## config.mk

```make
export PLATFORM = sky130hd
export DESIGN_NAME = sys_run_sequencer
export DESIGN_NICKNAME = d
export VERILOG_FILES = /design/src/rtl/sys_ctrl_pkg.sv /design/src/rtl/sys_skew_sreg.sv /design/src/rtl/sys_run_sequencer.sv
export SDC_FILE = /design/constraint.sdc
export NUM_CORES = 1
export LEC_CHECK = 0
export ABC_AREA = 1
export CAP_MARGIN = 20
export CORE_MARGIN = 8
export CORE_UTILIZATION = 45
export CTS_CLUSTER_DIAMETER = 60
export DETAILED_ROUTE_END_ITERATION = 10
export PLACE_DENSITY = 0.74
export SLEW_MARGIN = 25
export SYNTH_ARGS = -nofsm -noshare
export SYNTH_HDL_FRONTEND = slang
export SYNTH_SLANG_ARGS = --single-unit
```

## constraint.sdc

```tcl
create_clock -name clk -period 2 [get_ports clk]
set_clock_uncertainty 0.1 [all_clocks]
set_input_delay 0.4 -clock clk [delete_from_list [all_inputs] [get_ports clk]]
set_output_delay 0.4 -clock clk [all_outputs]
set_load 0.1 [all_outputs]
```

## src/rtl/sys_ctrl_pkg.sv

```systemverilog
// Shared constants and types for the systolic-array run controller.
// Holds the register-window addresses, CTRL bit positions, the
// sequencer state enum and the STATUS register layout.
package sys_ctrl_pkg;

    localparam int unsigned DATA_W      = 16;
    localparam int unsigned CNT_W       = 8;
    localparam int unsigned DRAIN_IDX_W = 2;

    localparam logic [DATA_W-1:0] SYS_START_ADR = 16'hFFF0;
    localparam logic [DATA_W-1:0] SYS_MAX_CNTR  = 16'hFFF1;
    localparam logic [DATA_W-1:0] SYS_RUN_CNTR  = 16'hFFF2;
    localparam logic [DATA_W-1:0] SYS_STATUS    = 16'hFFF3;

    localparam int unsigned CTRL_START_BIT = 0;
    localparam int unsigned CTRL_ABORT_BIT = 1;

    typedef enum logic [2:0] {
        IDLE,
        CLEAR,
        FEED,
        FLUSH,
        DRAIN,
        NEXT
    } run_state_e;

    typedef struct packed {
        logic             busy;
        logic             done;
        logic [5:0]       rsvd;
        logic [CNT_W-1:0] tiles_done;
    } status_t;

endpackage

```

## src/rtl/sys_skew_sreg.sv

```systemverilog
// Lane skew shift register: bit 0 follows din one cycle later, and each
// higher bit repeats the bit below it one cycle later.
// Ports:
//   clk, rst  clock, asynchronous active-high reset
//   clr       synchronous clear of every stage
//   din       lane-0 valid for the next cycle
//   q         skewed lane-valid vector (N bits)
module sys_skew_sreg #(
    parameter int unsigned N = 4
) (
    input  logic         clk,
    input  logic         rst,
    input  logic         clr,
    input  logic         din,
    output logic [N-1:0] q
);

    // Top bit of the concatenation falls off the end each cycle.
    always_ff @(posedge clk or posedge rst) begin
        if (rst) begin
            q <= '0;
        end else if (clr) begin
            q <= '0;
        end else begin
            q <= N'({q, din});
        end
    end

endmodule

```

## src/rtl/sys_run_sequencer.sv

```systemverilog
// Run controller for the NxN systolic array. Decodes writes to the
// 0xFFF0-0xFFF3 window, then for each tile clears the PE accumulators,
// streams the common A/B buffer read address, flushes the skewed lanes and
// drains the result rows.
// Ports:
//   clk, rst                 clock, asynchronous active-high reset
//   wen, ibus_wadr/wdata     host register write
//   ren, ibus_radr           host register read
//   ctrl_rdata, ctrl_rsel    read data / valid, one cycle after ren
//   buf_ren, buf_radr        buffer read enable and address
//   lane_en                  skewed per-lane valid
//   pe_clr                   one-cycle accumulator clear
//   drain, drain_idx         result drain phase and row index
//   busy, done               run in progress / sticky completion
module sys_run_sequencer
    import sys_ctrl_pkg::*;
#(
    parameter int unsigned N     = 4,
    parameter int unsigned ADR_W = 9
) (
    input  logic                   clk,
    input  logic                   rst,
    input  logic                   wen,
    input  logic [DATA_W-1:0]      ibus_wadr,
    input  logic [DATA_W-1:0]      ibus_wdata,
    input  logic                   ren,
    input  logic [DATA_W-1:0]      ibus_radr,
    output logic [DATA_W-1:0]      ctrl_rdata,
    output logic                   ctrl_rsel,
    output logic                   buf_ren,
    output logic [ADR_W-1:0]       buf_radr,
    output logic [N-1:0]           lane_en,
    output logic                   pe_clr,
    output logic                   drain,
    output logic [DRAIN_IDX_W-1:0] drain_idx,
    output logic                   busy,
    output logic                   done
);

    localparam int unsigned FLUSH_LEN = 2 * N - 1;
    localparam int unsigned DRAIN_LEN = N;

    run_state_e             state;
    run_state_e             state_next;
    logic [CNT_W-1:0]       cnt;
    logic [CNT_W-1:0]       cnt_d;
    logic [CNT_W-1:0]       max_cntr;
    logic [CNT_W-1:0]       run_cntr;
    logic [CNT_W-1:0]       tiles_done;

    logic                   wr_ctrl_c;
    logic                   abort_c;
    logic                   start_c;
    logic                   last_tile_c;
    logic                   idle_c;

    logic                   busy_d;
    logic                   pe_clr_d;
    logic                   buf_ren_d;
    logic                   lane0_d;
    logic                   drain_d;
    logic [DRAIN_IDX_W-1:0] drain_idx_d;
    logic                   rsel_d;
    logic [DATA_W-1:0]      rdata_d;
    status_t                status_c;

    logic                   unused_wdata;
    assign unused_wdata = &{1'b0, ibus_wdata[DATA_W-1:CNT_W]};

    // Write-side decode; abort outranks start, start only from IDLE.
    assign idle_c      = (state == IDLE);
    assign wr_ctrl_c   = wen && (ibus_wadr == SYS_START_ADR);
    assign abort_c     = wr_ctrl_c && ibus_wdata[CTRL_ABORT_BIT];
    assign start_c     = wr_ctrl_c && ibus_wdata[CTRL_START_BIT] && !abort_c && idle_c;
    assign last_tile_c = (tiles_done == run_cntr);

    // State register.
    always_ff @(posedge clk or posedge rst) begin
        if (rst) begin
            state <= IDLE;
        end else begin
            state <= state_next;
        end
    end

    // Next-state logic; each phase length is measured by cnt, which
    // restarts at zero on every state change.
    always_comb begin
        state_next = state;
        unique case (state)
            IDLE:    if (start_c) state_next = CLEAR;
            CLEAR:   state_next = FEED;
            FEED:    if (cnt == max_cntr) state_next = FLUSH;
            FLUSH:   if (cnt == CNT_W'(FLUSH_LEN - 1)) state_next = DRAIN;
            DRAIN:   if (cnt == CNT_W'(DRAIN_LEN - 1)) state_next = NEXT;
            NEXT:    state_next = last_tile_c ? IDLE : CLEAR;
            default: state_next = IDLE;
        endcase
        if (abort_c) begin
            state_next = IDLE;
        end
    end

    // Output decode from the next state, so every strobe is a flop that
    // lines up with the state it belongs to.
    always_comb begin
        cnt_d       = '0;
        busy_d      = 1'b0;
        pe_clr_d    = 1'b0;
        buf_ren_d   = 1'b0;
        lane0_d     = 1'b0;
        drain_d     = 1'b0;
        drain_idx_d = '0;
        rsel_d      = 1'b0;
        rdata_d     = '0;

        if (state_next != IDLE && state_next == state) begin
            cnt_d = cnt + 8'd1;
        end
        busy_d    = (state_next != IDLE);
        pe_clr_d  = (state_next == CLEAR);
        buf_ren_d = (state_next == FEED);
        lane0_d   = (state_next == FEED);
        drain_d   = (state_next == DRAIN);
        if (drain_d) begin
            drain_idx_d = DRAIN_IDX_W'(cnt_d);
        end

        status_c.busy       = busy;
        status_c.done       = done;
        status_c.rsvd       = '0;
        status_c.tiles_done = tiles_done;
        if (ren) begin
            rsel_d = 1'b1;
            case (ibus_radr)
                SYS_START_ADR: rdata_d = '0;
                SYS_MAX_CNTR:  rdata_d = {8'h00, max_cntr};
                SYS_RUN_CNTR:  rdata_d = {8'h00, run_cntr};
                SYS_STATUS:    rdata_d = status_c;
                default: begin
                    rsel_d  = 1'b0;
                    rdata_d = '0;
                end
            endcase
        end
    end

    // Datapath and output registers.
    always_ff @(posedge clk or posedge rst) begin
        if (rst) begin
            cnt        <= '0;
            max_cntr   <= '0;
            run_cntr   <= '0;
            tiles_done <= '0;
            buf_radr   <= '0;
            busy       <= 1'b0;
            done       <= 1'b0;
            pe_clr     <= 1'b0;
            buf_ren    <= 1'b0;
            drain      <= 1'b0;
            drain_idx  <= '0;
            ctrl_rsel  <= 1'b0;
            ctrl_rdata <= '0;
        end else begin
            cnt        <= cnt_d;
            busy       <= busy_d;
            pe_clr     <= pe_clr_d;
            buf_ren    <= buf_ren_d;
            drain      <= drain_d;
            drain_idx  <= drain_idx_d;
            ctrl_rsel  <= rsel_d;
            ctrl_rdata <= rdata_d;

            if (wen && idle_c && ibus_wadr == SYS_MAX_CNTR) begin
                max_cntr <= ibus_wdata[CNT_W-1:0];
            end
            if (wen && idle_c && ibus_wadr == SYS_RUN_CNTR) begin
                run_cntr <= ibus_wdata[CNT_W-1:0];
            end

            // Address keeps running across tiles; it only restarts on start.
            if (start_c) begin
                buf_radr <= '0;
            end else if (state == FEED) begin
                buf_radr <= buf_radr + ADR_W'(1);
            end

            // The final NEXT leaves tiles_done at R, so STATUS reads back
            // the programmed run count once the run completes.
            if (start_c) begin
                tiles_done <= '0;
                done       <= 1'b0;
            end else if (state == NEXT && !abort_c) begin
                if (last_tile_c) begin
                    done <= 1'b1;
                end else begin
                    tiles_done <= tiles_done + 8'd1;
                end
            end
        end
    end

    sys_skew_sreg #(
        .N (N)
    ) u_skew (
        .clk (clk),
        .rst (rst),
        .clr (abort_c),
        .din (lane0_d),
        .q   (lane_en)
    );

endmodule

```

# --- Word-level counts from Yosys, hierarchy flattened ---
# Cells that the tools add are included.
word_totals:
  reg_bits: 72
  output_inout_bits: 37
  word_cells: 80
op_classes:
  n_addsub: 3
  eq_ne: 21
  muxes: 22
  reduce_logical: 19
ops:
  columns: ["op", "n"]
  rows:
  - ["$eq A16 B16 Y1 const B", 7]
  - ["$pmux W16 S3", 1]
  - ["$mux W8", 4]
  - ["$mux W9", 2]
  - ["$pmux W3 S6", 1]
  - ["$add A8 B1 Y8 const B", 2]
  - ["$eq A8 B8 Y1", 2]
  - ["$mux W16", 1]
  - ["$mux W3", 5]
  - ["$logic_and A1 B1 Y1", 10]
  - ["$add A9 B1 Y9 const B", 1]
  - ["$eq A3 B2 Y1 const B", 3]
  - ["$eq A3 B3 Y1 const B", 3]
  - ["$eq A8 B2 Y1 const B", 1]
  - ["$eq A8 B3 Y1 const B", 1]
  - ["$eq A3 B1 Y1 const B", 2]
  - ["$mux W1", 6]
  - ["$reduce_bool A2 Y1", 3]
  - ["$mux W4", 1]
  - ["$reduce_and A2 Y1", 2]
  - ["$reduce_or A4 Y1", 1]
  - ["$eq A3 B3 Y1", 1]
  - ["$logic_not A3 Y1", 1]
  - ["$reduce_bool A3 Y1", 1]
  - ["other kinds (3)", 3]

# --- Logic depth before layout (Yosys ltp) ---
# Gate-level depths: netlist of run 1.
logic_depth:
  word_depth: 13
  depth_mapped: 15

# --- Hierarchy ---
# From an unflattened synthesis of run 1, not the netlist that was laid out.
hier_totals:
  hier_cells: 448
  hier_area_um2: 3613.5
by_module_without_submodules:
  columns: ["mod", "instances", "cells_each", "area_each_um2", "seq_area_each_um2"]
  rows:
  - ["sys_run_sequencer", 1, 435, 3479.6, 1551.5]
  - ["sys_skew_sreg", 1, 13, 133.9, 100.1]

# --- Worst setup path after synthesis of run 1 ---
# Ideal clock, no wire load.
synth_timing:
  kind: "register -> register"
  from: "register buf_radr[1]"
  to: "register buf_radr[8]"
  setup_ns: 0.087
  t_arrival_ns: 1.987
  path_slack_ns: -0.173
  stages_incl_launch_ff: 8
  n_path_buf: 0
  cell_sequence: "dfrtp_1 ha_1 nand2_1 nor2_1 nand3_1 nor2_1 a21oi_1 nor3_1"
synth_between:
  elab_chain_len: 3
synth_lines:
  columns: ["item", "line_no", "rtl"]
  rows:
  - ["start: declaration", "sys_run_sequencer.sv:31", "output logic [ADR_W-1:0] buf_radr,"]
  - ["start signal: assignment", "sys_run_sequencer.sv:185", "buf_radr <= buf_radr + ADR_W'(1);"]
  - ["$add A9 B1 Y9", "sys_run_sequencer.sv:185", null]
  - ["$mux W9", "sys_run_sequencer.sv:184", "end else if (state == FEED) begin"]
  - ["$mux W9", "sys_run_sequencer.sv:182", "if (start_c) begin"]
# No other way between the ends. The select of a mux whose other input is x is not followed.
# A chain may end at the register's enable or synchronous reset.

# --- Final worst setup path of run 1 ---
layout_timing:
  from: "register state[2]"
  to: "register cnt[2]"
layout_between:
  elab_chain_len: 8
layout_lines:
  columns: ["item", "line_no", "rtl"]
  rows:
  - ["start: declaration", "sys_run_sequencer.sv:43", "run_state_e state;"]
  - ["start signal: assignment", "sys_run_sequencer.sv:82", "state <= state_next;"]
  - ["$logic_not A3 Y1", "sys_run_sequencer.sv:71, sys_run_sequencer.sv:90", null]
  - ["$logic_and A1 B1 Y1", "sys_run_sequencer.sv:74", "assign start_c = wr_ctrl_c && ibus_wdata[CTRL_START_BIT] && !abort_c && idle_c;"]
  - ["$mux W3", "sys_run_sequencer.sv:91", "IDLE: if (start_c) state_next = CLEAR;"]
  - ["$pmux W3 S6", "sys_run_sequencer.sv:90", "unique case (state)"]
  - ["$mux W3", "sys_run_sequencer.sv:99", "if (abort_c) begin"]
  - ["$eq A3 B3 Y1 or $reduce_bool A3 Y1 (tied branches)", "sys_run_sequencer.sv:117", "if (state_next != IDLE && state_next == state) begin"]
  - ["$logic_and A1 B1 Y1 (*)", "sys_run_sequencer.sv:117", null]
  - ["$mux W8 (*)", "sys_run_sequencer.sv:117", null]
  - ["via cnt_d[2]", "sys_run_sequencer.sv:46", "logic [CNT_W-1:0] cnt_d;"]
  - ["end signal: assignment", "sys_run_sequencer.sv:165", "cnt <= cnt_d;"]
  - ["end: declaration", "sys_run_sequencer.sv:45", "logic [CNT_W-1:0] cnt;"]
# The timed path passes the listed nets; every way through them passes the cells marked *.

==> results of run 1 <==
## tightest hold or removal path: cells and delay by family
| kind | cells | cell delay [ns] |
|---|---|---|
| buffers and inverters | 3 | 0.82 |
## registers in the layout, indices dropped and copies added, names as in the netlist
register    count
buf_ren         1
tiles_done      8
busy            1
done            1
max_cntr        8
drain_idx       2
buf_radr        9
cnt             8
ctrl_rsel       1
pe_clr          1
ctrl_rdata     10
drain           1
u_skew.q        4
run_cntr        8
state           3
## layout by cell type (no fill, tap or decap), drive strengths merged, types with 2 or more instances in the layout
cell | netlist | final
ha | 4 | 4
dfrtp | 66 | 66
nand3 | 30 | 31
conb | 1 | 6
xnor2 | 14 | 14
or2 | 2 | 2
clkdlybuf4s50 | 0 | 31
dlymetal6s2s | 0 | 12
a21oi | 9 | 9
o211ai | 4 | 4
nand4 | 5 | 5
buf | 8 | 71
nand2 | 133 | 133
nand3b | 3 | 3
o21ai | 26 | 26
clkbuf | 3 | 12
inv | 78 | 77
nor2 | 48 | 48
xor2 | 4 | 4
clkinvlp | 0 | 3
nor3 | 16 | 16
## layer usage
| layer | up-vias | GRT usage, % | wire [um] |
|---|---|---|---|
| met5 | - | 0 | 0 |
| met4 | 0 | 8.79 | 218 |
| met3 | 15 | 4.15 | 384 |
| met2 | 86 | 29.6 | 4920 |
| met1 | 1615 | 18.6 | 3980 |
| li1 | 1651 | - | - |
## kinds of logic after synthesis
| family | count (synthesis) |
|---|---|
| and+or+nand+nor | 240 |
| buffers and inverters | 89 |
| xor gates and xnor gates | 18 |
| DFF | 66 |
| AOI/OAI and AO/OA | 41 |
| other | 1 |
| adders and majority gates | 4 |
## stage by stage
step	hold slack, ns	area [sq um]	cells	TNS [ns]
2_1_floorplan	0.395	3540	464	-0.158
3_3_place_gp	0.409	4770	659	-6.58
3_5_place_dp	0.416	4770	659	-9.46
4_1_cts	0.420	4990	676	0
5_1_grt	0.430	5240	686	-0.191
6_report	0.383	5240	686	0
## final timing paths
kind | startpoint | cells past startpoint | to | slack, ns
max | state[2] | 12 | cnt[2] | 0.05
min | rst | 3 | run_cntr[5] | 0.38
max reg2reg | state[2] | 12 | cnt[2] | 0.05
min reg2reg | u_skew.q[1] | 2 | u_skew.q[2] | 0.43
max in group asynchronous | rst | 3 | buf_radr[1] | 1.09
min in group clk | u_skew.q[1] | 2 | u_skew.q[2] | 0.43
## power groups by stage
stage | sequential [mW] | clock (mW) | combinational [mW]
global route | 1.74 | 1.23 | 2.78
detailed placement | 1.73 | 0 | 2.33
finish | 1.71 | 1.15 | 2.62
floorplan | 2.40 | 0 | 0.820
CTS | 1.70 | 1.17 | 2.35
global placement | 1.73 | 0 | 2.28
## timing repair
action	CTS	global route
setup endpoints to repair	10	16
pin swaps	1	11
gates cloned	0	1
gates resized for setup	3	55
hold buffers	0	0
setup buffers	1	9
## final cells by class
class	instances	area [sq um]	share of cell area (%)
Clock buffer	12	155	2.96
Clock inverter	4	50.0	0.955
Multi-Input combinational cell	310	1680	32.0
Tap cell	102	128	2.43
Sequential cell	66	1660	31.6
Inverter	78	297	5.66
Timing Repair Buffer	114	1280	24.4
==> metrics.txt, run 1 <==
Synth Area in Simple Gates=29.8%; DP HPWL=6900 um; Clock Latency Late Sink=0.34 ns; Slowest cell on crit path=dfrtp_1; crit path DAT=2.12 ns; Clock Power Share=21.0%; CTS tree=built; vias per cell=4.91; final number of hold-violating endpoints=0; post-synthesis mux area share=0%; Iteration-0 DRC Markers=132; synthesized instance count=459; gr usage total=17.0%; total CTS buffers=9; Total Wirelength=9510 um; post-route ant nets=0; number of synthesized flops with an enable pin=0; Post-Synth XOR/XNOR Area=4.49%; worst path required time=2.17 ns; I/O pins=89; Async S/R FF share, synth=100%; Yosys top cell by area=dfrtp_1; combinational family with the most area after synthesis=simple AND/OR/NAND/NOR gates; #FFs+latches synth=66; Routability Congestion=0.918; via count=3,367; n_diodes=0; Synth warnings=0; die area=10,900 sq um; Yosys cell types=33; synth cell count leaders=nand2_1 (129), inv_1 (69), dfrtp_1 (66), nor2_1 (42), nand3_1 (28); H-tree depth=3; Fmax achieved=0.514 GHz; GRT overflow=0; critical path endpoint category=flip-flop; combinational power share=47.7%; Switching Share=43.9%; first-pass detailed-route iteration total=4; crit-path max cell delay=0.42 ns; ys flop type=dfrtp_1; fin util=68.6%; Tmin final=1.95 ns; Max clock buf depth=2; critical path buffer and inverter count=3; top-count cell post-synth=nand2_1; Slew Limit Fails=0; initial antenna violation count=0; CP Launch Type=flip-flop; Die X=104 um; share of cells above drive strength 1=25.9%; post-synthesis compound-gate area fraction=6.70%; Final Cycle Share=97.3%; DR DRC count=0; CP dominant cell by count=nand2_2; pre-CTS setup slack=-0.422 ns; count of final setup violators=0; Clock Tree Root=clkbuf_8; net switching power=2.41 mW; Area growth, synth to finish=49.2%; Reg power frac=31.3%; ranking of synthesized cells by area=dfrtp_1 (47%), nand2_1 (14%), inv_1 (7.4%), nor2_1 (4.5%), nand3_1 (4.0%); Crit Path Max Fanout=5; final worst slack=0.0537 ns; worst ir drop on vdd=1.26 mV; CP Class=flip-flop to flip-flop; Post-Synth Adder-Cell Area=1.42%; Initial Utilization=45.9%; Total Nets Final=635; port buffer count=74; MaxCap Viol Count=0; vias in the first global route=3,365; Filler cells=616; post-synth top area share=47.0%; clk slew on worst S/H paths=0.07 ns; synthesized area=3510 sq um; worst-path cell chain=inv_2, nand2_2, nor2_4, buf_4, inv_2, nand3_2, nand3_1, nand2_2, nand2_2, a21oi_4, nand2_4, nor2_4; Pint=3.08 mW; HP Class=input port to asynchronous set/reset pin; first-pass GRT wire length=15,200 um; Row Count=32; delay-heaviest family, CP=simple AND/OR/NAND/NOR gates; largest net degree at the start of global routing=67; Seq/Total Area, Yosys=47.0%; clock sinks=66; power density cells=1050 nW/um^2; Pleak=2.67 nW; syn_area_per_cell=7.65 sq um; status=complete, no violations; Power, Total=5.48 mW; WL per Instance=13.9 um; Core ar.=7650 sq um; chip height=104 um
(Power assumes the default switching activity.)
==> run 2: changes to the inputs <==
--- a/config.mk
+++ b/config.mk
@@ -6,7 +6,6 @@
 export NUM_CORES = 1
 export LEC_CHECK = 0
 export ABC_AREA = 1
-export CAP_MARGIN = 20
 export CORE_MARGIN = 8
 export CORE_UTILIZATION = 45
 export CTS_CLUSTER_DIAMETER = 60
==> results of run 2 <==
Same layout as run 1: the final DEF is identical, and so are final timing and power.
==> patch 1: new RTL, flow settings as in run 2 <==
The output `drain_idx` loses its register stage (`drain_idx` becomes a continuous assignment).
--- a/src/rtl/sys_run_sequencer.sv
+++ b/src/rtl/sys_run_sequencer.sv
@@ -158,7 +158,6 @@
             pe_clr     <= 1'b0;
             buf_ren    <= 1'b0;
             drain      <= 1'b0;
-            drain_idx  <= '0;
             ctrl_rsel  <= 1'b0;
             ctrl_rdata <= '0;
         end else begin
@@ -167,7 +166,6 @@
             pe_clr     <= pe_clr_d;
             buf_ren    <= buf_ren_d;
             drain      <= drain_d;
-            drain_idx  <= drain_idx_d;
             ctrl_rsel  <= rsel_d;
             ctrl_rdata <= rdata_d;
 
@@ -200,6 +198,8 @@
         end
     end
 
+    assign drain_idx = drain_idx_d;
+
     sys_skew_sreg #(
         .N (N)
     ) u_skew (
Behaviour: no difference found for any inputs over 10 cycles, from zero or initial values and one cycle with rst high; that may be too few to reach the edited logic, so the function may still have changed.
==> patch 1 against run 2 <==
The run now ends with negative setup slack left. Cell area increased by 8.9%. Count of clock-buffer cells in the layout down 3. Critical endpoint is now drain_idx[0]. Sequential cell count is 2 lower. Clock power up 9.6%. Wire length rose by 15%. Total power rose by 11%. Via count rose by 7.6%. Sequential power about the same. Setup slack worse by 0.85 ns. Synthesized area grew 0.50%.
==> patch 1: results (changes against run 2) <==
Run status
  – Outcome: finished, violations left (was complete, no violations)
  – Failing checks: negative setup slack

CTS
  – # Post-CTS Setup Buffers: 23 (was 1)
  – Post-cts sizing count: 27 (was 3)

Critical path
  – Worst Setup EP: drain_idx[0] (was cnt[2]$_DFF_PP0_)
  – Worst EP arrival: 2.30 ns (was 2.12 ns)
  – Reg2Reg Setup Slack: -0.12 ns (was 0.05 ns)
  – Reg-to-reg critical path endpoint: cnt[6]$_DFF_PP0_ (was cnt[2]$_DFF_PP0_)
  – R2r startpoint: cnt[0]$_DFF_PP0_ (was state[2]$_DFF_PP0_)

Yosys
  – Mapped Avg Cell Area: 7.829 um2 (was 7.654 um2)
  – Yosys cell types: 34 (was 33)
  – XOR/XNOR share of the synthesized area: 4.465% (was 4.487%)
  – Compound-Gate Fraction of Synth Area: 8.079% (was 6.695%)
  – Sequential share of the synthesized area: 45.36% (was 47.01%)
  – Post-synthesis adder-cell area fraction: 1.417% (was 1.425%)

Place
  – Worst slack, placed: -0.8146 ns (was -0.4222 ns)
  – Routability Congestion: 0.8722 (was 0.9180)
  – Final HPWL DP: 7.557 mm (was 6.899 mm)

STA
  – Sum Neg Setup Slack: -2.254 ns (was 0 ns)
  – Final setup fails: 8 (was 0)
  – Final setup margin: -0.7972 ns (was 0.05369 ns)

Finish
  – Register area: 1608 um2 (was 1655 um2)
  – Non-clock buffers, area share: 29.48% (was 24.44%)
  – Fraction of area in multi-input gates: 30.70% (was 31.98%)
  – Final net count: 686 (was 635)
  – Filler cell count: 526 (was 616)

Global routing
  – GR Layer Usage met2: 39.03% (was 29.60%)
  – Gr usage total: 20.29% (was 16.96%)
  – First-pass GRT wire length: 18.27 mm (was 15.21 mm)
  – Number of global-route vias before repair: 3975 (was 3365)

Routing
  – Routed vias/inst: 4.915 (was 4.908)

Power and ir drop
  – LEAKAGE: 2.844 nW (was 2.670 nW)
  – Maximum vdd drop: 1.283 mV (was 1.257 mV)
  – Part of the power in registers: 28.3% (was 31.3%)
patch 1: worst min-delay path by stage:
stage / end / slack, ns
finish: ctrl_rdata[14]$_DFF_PP0_ / 0.40
global route: ctrl_rdata[14]$_DFF_PP0_ / 0.46
CTS: ctrl_rdata[14]$_DFF_PP0_ / 0.41
detailed placement: u_skew.q[3]$_DFF_PP0_ / 0.41
global placement: u_skew.q[3]$_DFF_PP0_ / 0.41
floorplan: max_cntr[2]$_DFFE_PP0P_ / 0.37
patch 1: tightest hold or removal path, cell delays in order:
cell	delay, ns
clkdlybuf4s50_1	0.44
clkinvlp_4	0.10
buf_12	0.30
patch 1: cells by family (layout without fill, tap and decap cells):
group	Yosys count	count (layout)
simple gates	224	224
xor+xnor	18	18
other cells	1	6
compound gates	48	48
flops	64	64
fa+ha+maj	4	4
buf+inv	92	271
==> patch 2: new RTL, config.mk and constraints of run 2 <==
Made on the original files. Change the parameter `ADR_W` from 9 to 7.
--- a/src/rtl/sys_run_sequencer.sv
+++ b/src/rtl/sys_run_sequencer.sv
@@ -16,7 +16,7 @@
     import sys_ctrl_pkg::*;
 #(
     parameter int unsigned N     = 4,
-    parameter int unsigned ADR_W = 9
+    parameter int unsigned ADR_W = 7
 ) (
     input  logic                   clk,
     input  logic                   rst,
Interface: changed (resized buf_radr); port bits go from 89 to 87. The function was not compared with the original's and may differ.
==> patch 2 against run 2 <==
Sequential cell count fell by 2. Sequential power rose by 3%. Sequential share of layout area fell by 0.65 points. Setup slack improved by 0.054 ns. Wire length shrank 3.3%. Non-clock buffer count stayed put. Count of clock-buffer cells in the layout shrank 3. Cell area down 0.76%. Synthesized area is 0.46% lower. Critical endpoint is now cnt[6]$_DFF_PP0_. Total power is 5.3% higher. Maximum frequency up 2.9%.
==> patch 2: results (changes against run 2) <==
Run status
  – Outcome: complete, no violations (unchanged)

Finish
  – Final net count: 625 (was 635)
  – Filler cell count: 609 (was 616)
  – Share of cells above drive strength 1: 28.22% (was 25.86%)

Routing
  – DRT Wirelength: 9.198 mm (was 9.511 mm)
  – Routed vias/inst: 4.854 (was 4.908)
  – Starting DRT DRC Count: 121 (was 132)

Critical path
  – Worst Setup EP: cnt[6]$_DFF_PP0_ (was cnt[2]$_DFF_PP0_)
  – Critical path origin: ibus_wadr[3] (was state[2]$_DFF_PP0_)
  – Slowest CP cell: clkdlybuf4s50_1 (was dfrtp_1)
  – CP max FO: 6 (was 5)
  – Worst EP arrival: 2.08 ns (was 2.12 ns)
  – Reg2Reg Setup Slack: 0.11 ns (was 0.05 ns)

Power and ir drop
  – Maximum vdd drop: 1.023 mV (was 1.257 mV)
  – LEAKAGE: 2.550 nW (was 2.670 nW)

Place
  – PortBufs: 72 (was 74)
  – Routability Congestion: 0.8921 (was 0.9180)
  – Final HPWL DP: 6.945 mm (was 6.899 mm)

Yosys
  – Top cells by count, synth: nand2_1, inv_1, dfrtp_1 (unchanged)
  – Sequential share of the synthesized area: 45.80% (was 47.01%)
  – Yosys cell types: 36 (was 33)

Global routing
  – First-pass GRT wire length: 14.84 mm (was 15.21 mm)
  – Pin count of the biggest net entering global routing: 65 (was 67)
  – Number of global-route vias before repair: 3138 (was 3365)

STA
  – Fin crit share: 94.59% (was 97.32%)
## patch 2: cell types whose count changed after synthesis, moves of 5 or more
cell	change
nor2_1	-13
nand2_1	-11
nand3_1	-8
a21oi_1	+5
nor2_2	+5
xnor2_1	-5
## patch 2: timing repair
| item | in CTS | in global routing |
|---|---|---|
| gates resized for setup | 0 | 47 |
| setup buffers | 0 | 12 |
| setup endpoints to repair | 0 | 25 |
## patch 2: cell families after synthesis
| logic type | Yosys count | synth area share [%] |
|---|---|---|
| simple gates | 223 | 30.09 |
| buf+inv | 85 | 9.767 |
| fa+ha+maj | 4 | 1.431 |
| other cells | 1 | 0.1072 |
| flops | 64 | 45.80 |
| compound gates | 54 | 8.802 |
| xor+xnor | 16 | 4.007 |
## patch 2: area by class of cell
type	instances	area [um2]	area share, %
inverter	77	292.8	5.628
tap	102	127.6	2.453
sequential	64	1609	30.93
timing repair buffer	114	1281	24.63
multi-input combinational	303	1672	32.13
clock buffer	9	123.9	2.381
clock inverter	7	96.34	1.852
## patch 2: per-stage QoR
stage	hold slack (ns)	area (um2)	instances
3_3_place_gp	0.3951	4758	648
6_report	0.3882	5202	676
3_5_place_dp	0.3976	4758	648
5_1_grt	0.4249	5202	676
2_1_floorplan	0.3746	3522	452
4_1_cts	0.4020	4979	664
## patch 2: power by group
group          leakage (nW)  switching (mW)  internal [mW]
logic                  1.61            1.74           1.03
clock network         0.113           0.539          0.703
registers             0.829           0.256           1.50
## patch 2: per-layer routing
layer  wire length, um  part of all wire [%]  global-route usage (%)
met1              3954                    43                   19.10
met2              4651                    51                   28.09
met3               402                   4.4                   4.957
met4               189                   2.1                   8.376
met5                 0                     0                       0
